--- src/rtl/dcache_mshr.sv ---
// dcache_mshr -- Miss Status Holding Register file between the D-cache and
// the memory arbiter.
//
// Block misses from the D-cache are allocated into free entries. They are
// issued to memory in allocation order through a small FIFO of entry indices.
// Each entry then waits for its tagged response and returns that response to
// the D-cache as a one-cycle fill pulse. Responses may come back out of order.
//
// Build option:
//   DCACHE_MSHR_MERGE_EN  when defined, a miss to a block that is already
//                         outstanding merges into the existing entry. When
//                         undefined, every accepted miss allocates its own
//                         entry and memory request.
//
// Ports:
//   clock             system clock, rising edge
//   reset             asynchronous active-low reset
//   miss_valid/addr   block miss from the D-cache
//   miss_ready        miss accepted this cycle when miss_valid is also high
//   mem_req_valid     request pending toward the arbiter (FIFO head)
//   mem_req_addr      block address of the pending request
//   mem_req_accepted  arbiter grant; only effective with a non-zero tag
//   current_req_tag   tag assigned to the granted request (same cycle)
//   mem_data          response data
//   mem_data_tag      response tag, 0 = no response
//   fill_valid        one-cycle fill pulse to the D-cache
//   fill_addr/data    block address and data of the fill
//   mshr_count        number of occupied entries
module dcache_mshr #(
    parameter int MSHR_DEPTH = 4,
    parameter int BADDR_BITS = 29,
    parameter int TAG_BITS   = 4,
    parameter int BLOCK_BITS = 64,
    localparam int IDX_W     = $clog2(MSHR_DEPTH),
    localparam int CNT_W     = $clog2(MSHR_DEPTH + 1)
) (
    input  logic                  clock,
    input  logic                  reset,
    input  logic                  miss_valid,
    input  logic [BADDR_BITS-1:0] miss_addr,
    output logic                  miss_ready,
    output logic                  mem_req_valid,
    output logic [BADDR_BITS-1:0] mem_req_addr,
    input  logic                  mem_req_accepted,
    input  logic [TAG_BITS-1:0]   current_req_tag,
    input  logic [BLOCK_BITS-1:0] mem_data,
    input  logic [TAG_BITS-1:0]   mem_data_tag,
    output logic                  fill_valid,
    output logic [BADDR_BITS-1:0] fill_addr,
    output logic [BLOCK_BITS-1:0] fill_data,
    output logic [CNT_W-1:0]      mshr_count
);

    localparam int PTR_W = IDX_W + 1;

    typedef enum logic [1:0] {
        FREE       = 2'd0,
        WAIT_ISSUE = 2'd1,
        WAIT_DATA  = 2'd2
    } entry_state_t;

    entry_state_t                  entry_state [MSHR_DEPTH];
    entry_state_t                  state_next  [MSHR_DEPTH];
    logic [BADDR_BITS-1:0]         entry_addr  [MSHR_DEPTH];
    logic [TAG_BITS-1:0]           entry_tag   [MSHR_DEPTH];

    logic [IDX_W-1:0]              fifo_mem    [MSHR_DEPTH];
    logic [PTR_W-1:0]              rd_ptr;
    logic [PTR_W-1:0]              wr_ptr;
    logic                          fifo_empty;
    logic [IDX_W-1:0]              head_idx;

    logic                          merge_hit;
    logic [IDX_W-1:0]              alloc_idx;
    logic                          do_alloc;
    logic                          do_issue;
    logic                          resp_vld_p0;
    logic [IDX_W-1:0]              resp_idx_p0;

    // Request side: allocation, merge detection and issue (from registered state)
    always_comb begin
        merge_hit = 1'b0;
        alloc_idx = '0;
`ifdef DCACHE_MSHR_MERGE_EN
        for (int i = 0; i < MSHR_DEPTH; i++) begin
            if (entry_state[i] != FREE && entry_addr[i] == miss_addr)
                merge_hit = 1'b1;
        end
`endif
        // Descending scan so the last hit taken is the lowest free index.
        for (int i = MSHR_DEPTH - 1; i >= 0; i--) begin
            if (entry_state[i] == FREE)
                alloc_idx = IDX_W'(i);
        end
    end

    // Entries freed this cycle are not yet visible in mshr_count, so they
    // cannot be reused until the next cycle.
    assign miss_ready    = reset && ((mshr_count < CNT_W'(MSHR_DEPTH)) || merge_hit);
    assign do_alloc      = miss_valid && miss_ready && !merge_hit;

    assign fifo_empty    = (rd_ptr == wr_ptr);
    assign head_idx      = fifo_mem[rd_ptr[IDX_W-1:0]];
    assign mem_req_valid = !fifo_empty;
    assign mem_req_addr  = entry_addr[head_idx];
    // A grant carrying tag 0 is not a real grant; the head stays and retries.
    assign do_issue      = mem_req_valid && mem_req_accepted && (current_req_tag != '0);

    // Response side: tag match against entries already waiting for data
    always_comb begin
        resp_vld_p0 = 1'b0;
        resp_idx_p0 = '0;
        for (int i = MSHR_DEPTH - 1; i >= 0; i--) begin
            if (mem_data_tag != '0 && entry_state[i] == WAIT_DATA &&
                entry_tag[i] == mem_data_tag) begin
                resp_vld_p0 = 1'b1;
                resp_idx_p0 = IDX_W'(i);
            end
        end
    end

    // Entry next state. Allocate, issue and free always touch distinct
    // entries (FREE, WAIT_ISSUE and WAIT_DATA respectively).
    always_comb begin
        for (int i = 0; i < MSHR_DEPTH; i++)
            state_next[i] = entry_state[i];
        if (do_alloc)
            state_next[alloc_idx] = WAIT_ISSUE;
        if (do_issue)
            state_next[head_idx] = WAIT_DATA;
        if (resp_vld_p0)
            state_next[resp_idx_p0] = FREE;
    end

    always_ff @(posedge clock or negedge reset) begin
        if (!reset) begin
            for (int i = 0; i < MSHR_DEPTH; i++)
                entry_state[i] <= FREE;
            rd_ptr     <= '0;
            wr_ptr     <= '0;
            mshr_count <= '0;
        end else begin
            for (int i = 0; i < MSHR_DEPTH; i++)
                entry_state[i] <= state_next[i];
            if (do_alloc)
                wr_ptr <= wr_ptr + PTR_W'(1);
            if (do_issue)
                rd_ptr <= rd_ptr + PTR_W'(1);
            mshr_count <= mshr_count + CNT_W'(do_alloc) - CNT_W'(resp_vld_p0);
        end
    end

    // Entry payload and FIFO storage; only meaningful alongside a live state
    always_ff @(posedge clock) begin
        if (do_alloc) begin
            entry_addr[alloc_idx]            <= miss_addr;
            fifo_mem[wr_ptr[IDX_W-1:0]]      <= alloc_idx;
        end
        if (do_issue)
            entry_tag[head_idx] <= current_req_tag;
    end

    // Fill stage: one cycle after the matching response
    always_ff @(posedge clock or negedge reset) begin
        if (!reset) begin
            fill_valid <= 1'b0;
            fill_addr  <= '0;
            fill_data  <= '0;
        end else begin
            fill_valid <= resp_vld_p0;
            if (resp_vld_p0) begin
                fill_addr <= entry_addr[resp_idx_p0];
                fill_data <= mem_data;
            end
        end
    end

endmodule

--- config.mk ---
export PLATFORM = sky130hd
export DESIGN_NAME = dcache_mshr
export DESIGN_NICKNAME = d
export VERILOG_FILES = /design/src/rtl/dcache_mshr.sv
export SDC_FILE = /design/constraint.sdc
export NUM_CORES = 1
export LEC_CHECK = 0
export ABC_AREA = 1
export ABC_CLOCK_PERIOD_IN_PS = 3500
export BUFFER_PORTS_ARGS = -buffer_cell sky130_fd_sc_hd__buf_4
export CAP_MARGIN = 30
export CORE_MARGIN = 4
export CORE_UTILIZATION = 40
export CTS_CLUSTER_DIAMETER = 60
export DETAILED_ROUTE_END_ITERATION = 8
export MAX_ROUTING_LAYER = met4
export PLACE_DENSITY = 0.7
export SYNTH_ARGS = -nofsm -noshare
export SYNTH_HDL_FRONTEND = slang
export SYNTH_SLANG_ARGS = --single-unit
--- constraint.sdc ---
create_clock -name clock -period 3.5 [get_ports clock]
set_input_delay 0.525 -clock clock [delete_from_list [all_inputs] [get_ports clock]]
set_output_delay 0.525 -clock clock [all_outputs]
set_load 0.03 [all_outputs]
==> results of run 1 <==
[cells in the final DEF, fill, tap and decap left out, types with 2 or more instances in the layout]
cell       count
nand2_1      425
nand2_4        2
nor2_2         4
edfxtp_1     140
clkinv_1       3
nor2_1       104
buf_12         2
o21ai_0        6
clkinv_2       5
xor2_1         4
xnor2_1        5
nand4_1       29
nand2_2        2
clkbuf_8       4
o22ai_1        2
a21boi_1       7
inv_1         70
nand3_1      124
nor3_2         3
clkbuf_1       6
a22oi_1       23
clkbuf_16     29
nor2_4         2
bufinv_16      3
ha_1           6
buf_4        253
inv_2          7
dfrtp_1      111
[logic make-up after synthesis]
group	after synthesis
and+or+nand+nor	700
xor gates and xnor gates	9
buffers and inverters	133
AOI/OAI and AO/OA	40
adders and majority gates	7
DFF	251
[state kept, by name, summed over array words and instances (netlist names)]
name	count
entry_addr	116
entry_state	8
entry_tag	16
fifo_mem	8
fill_addr	29
fill_data	64
fill_valid	1
mshr_count	3
rd_ptr	3
wr_ptr	3
[how the worst max path moves through the flow]
stage                                 start                         end  slack, ns
floorplan           mshr_count[2]$_DFF_PN0_  entry_addr[3][0]$_DFFE_PP_      -0.44
finish                rd_ptr[0]$_DFFE_PN0N_            mem_req_addr[26]       0.24
global placement            mem_data_tag[3]   fill_addr[23]$_DFFE_PN0P_       0.76
global route          rd_ptr[0]$_DFFE_PN0N_            mem_req_addr[22]       0.06
detailed placement          mem_data_tag[0]   fill_addr[13]$_DFFE_PN0P_       0.66
CTS                   rd_ptr[0]$_DFFE_PN0N_            mem_req_addr[26]       0.21
[routing by layer]
| metal | GRT usage [%] | up-vias | wire, um |
|---|---|---|---|
| li1 | - | 4195 | - |
| met4 | 5.587 | 0 | 877 |
| met3 | 3.795 | 69 | 2375 |
| met1 | 24.31 | 4081 | 11920 |
| met5 | - | - | 0 |
| met2 | 33.19 | 337 | 14340 |
[cell type report]
| class | instances | area, um2 |
|---|---|---|
| Antenna cell | 1 | 2.502 |
| Clock buffer | 39 | 803.3 |
| Clock inverter | 13 | 146.4 |
| Fill cell | 2394 | 12950 |
| Inverter | 77 | 289.0 |
| Multi-Input combinational cell | 756 | 3413 |
| Sequential cell | 251 | 6982 |
| Tap cell | 341 | 426.7 |
| Timing Repair Buffer | 255 | 1939 |
[synth_stat cells]
library cell    n  area (um2)
o21a_1          1       7.510
nand2_1       425        1595
nand3_4         1       17.52
edfxtp_1      140        4204
buf_2          36       180.2
buf_1           1       3.750
xnor2_1         5       43.79
o22a_1          1       8.760
or2_2           1       6.260
nor3_1          4       20.02
o22ai_1         2       12.51
nor4_1          1       6.260
buf_4           9       67.56
nor2_1        108       405.4
nor2_2          2       12.51
ha_1            6       75.07
xor2_1          4       35.03
dfrtp_1       111        2778
nand2_2         2       12.51
inv_1          70       262.8
fa_1            1       20.02
a21boi_1        7       52.55
nor2_8          1       20.02
nand2_4         2       22.52
clkbuf_1        7       26.28
inv_2           7       26.28
nand3_1       124       620.6
a22oi_1        23       172.7
nand4_1        29       181.4
o21ai_0         6       30.03
buf_6           3       33.78
[power by group through the flow]
stage	Clock [mW]	Sequential, mW	Combinational (mW)
final	2.95	4.44	6.57
after global placement	0	4.47	6.54
after detailed placement	0	4.49	6.63
after global routing	3.16	4.54	7.12
after floorplan	0	5.47	3.08
after CTS	3.03	4.44	6.65
[worst max-delay path, stage by stage (launching register included)]
cell and delay, ns:
dfrtp_1 0.46, inv_1 0.14, o21ai_0 0.17, o22a_1 0.26, nand2_1 0.11, inv_1 0.41
buf_12 0.24, a22oi_1 0.10, nand3_1 0.14, buf_4 0.19
==> impl_metrics.tcl, run 1 <==
set metrics [dict create \
    setup_viol 0 \
    viasPerCell 5.010 \
    coreArea_um2 26950 \
    grt_usage_pct 19.67 \
    final_util_pct 51.95 \
    drive_gt1_share_pct 23.08 \
    p_seq_share_pct 31.8 \
    cts_num_sinks 251 \
    ctsHoldBuffers 0 \
    die_h_um 173.5 \
    grt_overflow 0 \
    dp_hpwl_mm 19.36 \
    path_max_fanout 20 \
    vias 8682 \
    switching_share_pct 42.81 \
    placementRows 60 \
    r2r_setup_slack_ns 1.04 \
    place_ws_ns 0.6571 \
    hold_class "primary input to async pin" \
    grt_max_degree 74 \
    clock_latency_ns 0.53 \
    final_net_count 1482 \
    cts_buffer_depth 3 \
    netlist_instances 1140 \
    cts_made_buffers 29 \
    synth-compound-area-share_pct 2.591 \
    r2r-end "fill_addr[13]$_DFFE_PN0P_" \
    port_buffers 232 \
    p_clk_share_pct 21.1 \
    p_leak_nw 6.515 \
    synth-simple-area-share_pct 26.64 \
    status "finished, final reports clean" \
    first_iter_violations 573 \
    cp-start-kind "flip-flop" \
    start_util_pct 40.67 \
    die_area_um2 30110 \
    syn_area_um2 10960 \
    fin_cells 1733 \
    maxSlewViolCount 0 \
    power_mw 13.96 \
    yosysWarningCount 0 \
    final.min_clock_period_ns 3.264 \
    drc 0 \
    cellPowerDensity_nw_per_um2 997.1 \
    grt_pass1_wl_mm 46.54 \
    synthXorXnorAreaFrac_pct 0.7192 \
    synth_adder_area_share_pct 0.8676 \
    p_int_mw 7.984 \
    holdWs_ns 0.1055 \
    tightest_slew_ns 0.9528 \
    syn_area_per_cell_um2 9.614 \
    grt_pass1_vias 8657 \
    cts-resized-gates 0 \
    r2r_cells 14 \
    yosysUniqueCellTypes 31 \
    worst_ep_arrival_time_ns 2.74 \
    post-place-cells 1680 \
    synth.area.mux_share_pct 0 \
    io_pins 233 \
    crit_required_ns 2.97 \
    antenna_found_initial 0 \
    placedInstanceArea_um2 13050 \
    cts_root_buffer "clkbuf_16" \
    hold_violations 0 \
    worstSetupPathType "flip-flop to primary output" \
    fin_crit_sh_pct 93.24 \
    drt-total-wl_mm 29.51 \
    r2r-start "entry_tag[1][1]$_DFFE_PP_" \
    worst_slack_ns 0.2365 \
    p_sw_mw 5.977 \
    gp_congestion 0.8637 \
    yosysSeqAreaShare_pct 63.70 \
    die_w_um 173.5 \
    crit_path_end_kind "primary output" \
    post-cts-setup-buffers 0 \
    rsz0062_at_grt "no" \
    cts_tree "done" \
    slew_headroom_pct 35.99 \
    syn_to_final_growth_pct 27.75 \
    ys_ff_latch 251 \
    peakVddDrop_mv 0.6165 \
    synth_fp_nets 1252 \
    max_freq_mhz 306.4 \
    drtAntennaViolNets 0 \
    finClkSkew_ns 0.01501 \
    synth_top_family_by_area "simple AND/OR/NAND/NOR gates" \
    drv_cap 0 \
    dr.pass1.iters 5 \
    fin_tns_setup_ns 0 \
    htreeDepth 1 \
    clk_pin_slew_ns 0.06 \
    power_frac_comb_pct 47.1 \
    final_cell_area_um2 14000 \
    post_drt_wl_per_cell_um 17.03 \
]
Note: power is estimated with default switching activity, not from simulation.
==> run 2: changes to the inputs <==
ABC_CLOCK_PERIOD_IN_PS = 3320   (was 3500)
CORE_UTILIZATION = 25   (was 40)
PLACE_DENSITY = 0.49   (was 0.7)
clock period = 3.32 ns   (was 3.5 ns; I/O delays follow)
==> run 2 against run 1 <==
Against the previous run:
- via count up 1.5%
- total power grew 11%
- utilization down 18 points
- design area rose by 3.7%
- clock skew increased by 0.0053 ns
- combinational power rose by 9.7%
- global-route usage decreased by 4.5 points
- cell count grew 15%
- worst hold slack worse by 0.029 ns
- non-clock buffer count up 4
==> impl_metrics.tcl, run 2 (same netlist as run 1, synthesis figures left out) <==
set metrics [dict create \
    status "finished, final reports clean" \
    antenna_found_initial 1 \
    place_ws_ns 0.6704 \
    die_area_um2 47260 \
    met3WireLength_mm 2.820 \
    drc 0 \
    start_util_pct 25.39 \
    dp_hpwl_mm 22.31 \
    hold_class "primary input to async pin" \
    final_cell_mix "nand2_1, buf_4, edfxtp_1" \
    r2r-start "entry_state[4]$_DFF_PN0_" \
    setup_viol 0 \
    cpMostUsedCell "buf_4" \
    grt_max_degree 86 \
    max_freq_mhz 318.6 \
    crit_required_ns 2.82 \
    cts-resized-gates 0 \
    vias 8813 \
    drt-total-wl_mm 35.46 \
    grt_pass1_vias 8824 \
    clk_pin_slew_ns 0.05 \
    die_w_um 217.4 \
    largest_register_ffs 116 \
    top_layer "met4" \
    power_mw 15.49 \
    final_net_count 1491 \
    first_iter_violations 686 \
    r2r-end "fill_addr[27]$_DFFE_PN0P_" \
    worst_ep_arrival_time_ns 2.64 \
    post_drt_wl_per_cell_um 17.84 \
    dr.pass1.iters 5 \
    worst_path_largest_cell_delay_ns 0.45 \
    tightest_slew_ns 0.9604 \
    final_cell_area_um2 14520 \
    coreArea_um2 43170 \
    viasPerCell 4.433 \
    placedInstanceArea_um2 13430 \
    path_max_fanout 13 \
    grt_pass1_wl_mm 53.24 \
    cp_slowest_cell "dfrtp_1" \
    worstPathCellList "inv_1 -> o21ai_0 -> o22a_1 -> nor2_4 -> buf_4 -> nand2_1 -> nand3_1 -> buf_4" \
    maxSlewViolCount 0 \
    fill_cells 4506 \
    grt_usage_pct 15.14 \
    hold_violations 0 \
    crit_path_end_kind "primary output" \
    cts_num_sinks 251 \
    finClkSkew_ns 0.02034 \
    cp-start-kind "flip-flop" \
    die_h_um 217.4 \
    p_leak_nw 6.604 \
    detailroute.wirelength.met2_mm 16.43 \
    placementRows 76 \
    drtAntennaViolNets 0 \
    drive_gt1_share_pct 23.48 \
    slew_headroom_pct 35.97 \
    peakVddDrop_mv 0.6277 \
    drv_cap 0 \
    cts_tree "done" \
    final.min_clock_period_ns 3.139 \
    r2r_cells 11 \
    syn_to_final_growth_pct 32.51 \
    ctsHoldBuffers 0 \
    met1Wirelength_mm 15.45 \
    htreeDepth 2 \
    gp_congestion 0.8192 \
    clock_latency_ns 0.53 \
    port_buffers 232 \
    fin_crit_sh_pct 94.54 \
    crit_end "mem_req_addr[0]" \
    setup.worst_path.start "rd_ptr[0]$_DFFE_PN0N_" \
    worst_slack_ns 0.1811 \
    post-cts-setup-buffers 0 \
    worstSetupPathType "flip-flop to primary output" \
    io_pins 233 \
    cts_root_buffer "clkbuf_16" \
    cellPowerDensity_nw_per_um2 1066 \
    regMostFlops "entry_addr" \
    largestRegisters "entry_addr (116), fill_data (64), fill_addr (29)" \
    layout_commonest_cell "nand2_1" \
    r2r_setup_slack_ns 0.93 \
    cts_made_buffers 34 \
    rsz0062_at_grt "no" \
    cts_buffer_depth 3 \
    grt_overflow 0 \
]
## run 2: area by class of cell
cell class | count | area (um2) | share of cell area, %
flip-flops and latches | 251 | 6982 | 48.07
multi-input cells | 756 | 3423 | 23.57
repair buffers | 259 | 2002 | 13.78
clock buffers | 45 | 933.4 | 6.427
well taps | 585 | 732.0 | 5.040
inverters | 77 | 289.0 | 1.990
clock inverters | 13 | 157.7 | 1.085
diodes | 2 | 5.005 | 0.03446
## run 2: per-layer routing
layer  track usage, %  up-vias
met2            23.75      305
met5                -        -
met4            4.876        0
met3            3.812       54
met1            19.33     4234
li1                 -     4220
## run 2: worst max-delay path: cells and delay by family, from the launching register on
family          cells  cell delay [ns]
buf+inv             3             0.68
simple gates        3             0.61
compound gates      2             0.36
flops               1             0.45
## run 2: worst min path at each step
stage               depth (start not counted)                   endpoint
floorplan                                   0   entry_state[0]$_DFF_PN0_
global placement                            2  fill_data[56]$_DFFE_PN0P_
detailed placement                          2  fill_data[55]$_DFFE_PN0P_
CTS                                         2  fill_data[48]$_DFFE_PN0P_
global route                                2  fill_data[49]$_DFFE_PN0P_
finish                                      2  fill_data[51]$_DFFE_PN0P_
## run 2: report_power, final
group / switching [mW] / total [mW] / internal [mW]
Combinational: 4.87 / 7.21 / 2.33
Sequential: 0.490 / 4.68 / 4.20
Clock: 1.38 / 3.60 / 2.22
## run 2: through the flow
| step | setup TNS, ns | util [%] | std cells | hold slack (ns) |
|---|---|---|---|---|
| 6_report | 0 | 33.64 | 1988 | 0.07685 |
| 4_1_cts | 0 | 33.63 | 1986 | 0.07613 |
| 5_1_grt | 0 | 33.64 | 1987 | 0.1191 |
| 3_3_place_gp | 0 | 31.04 | 1927 | 0.4552 |
| 3_5_place_dp | 0 | 31.10 | 1928 | 0.4612 |
| 2_1_floorplan | -55.01 | - | 1140 | 0.2024 |
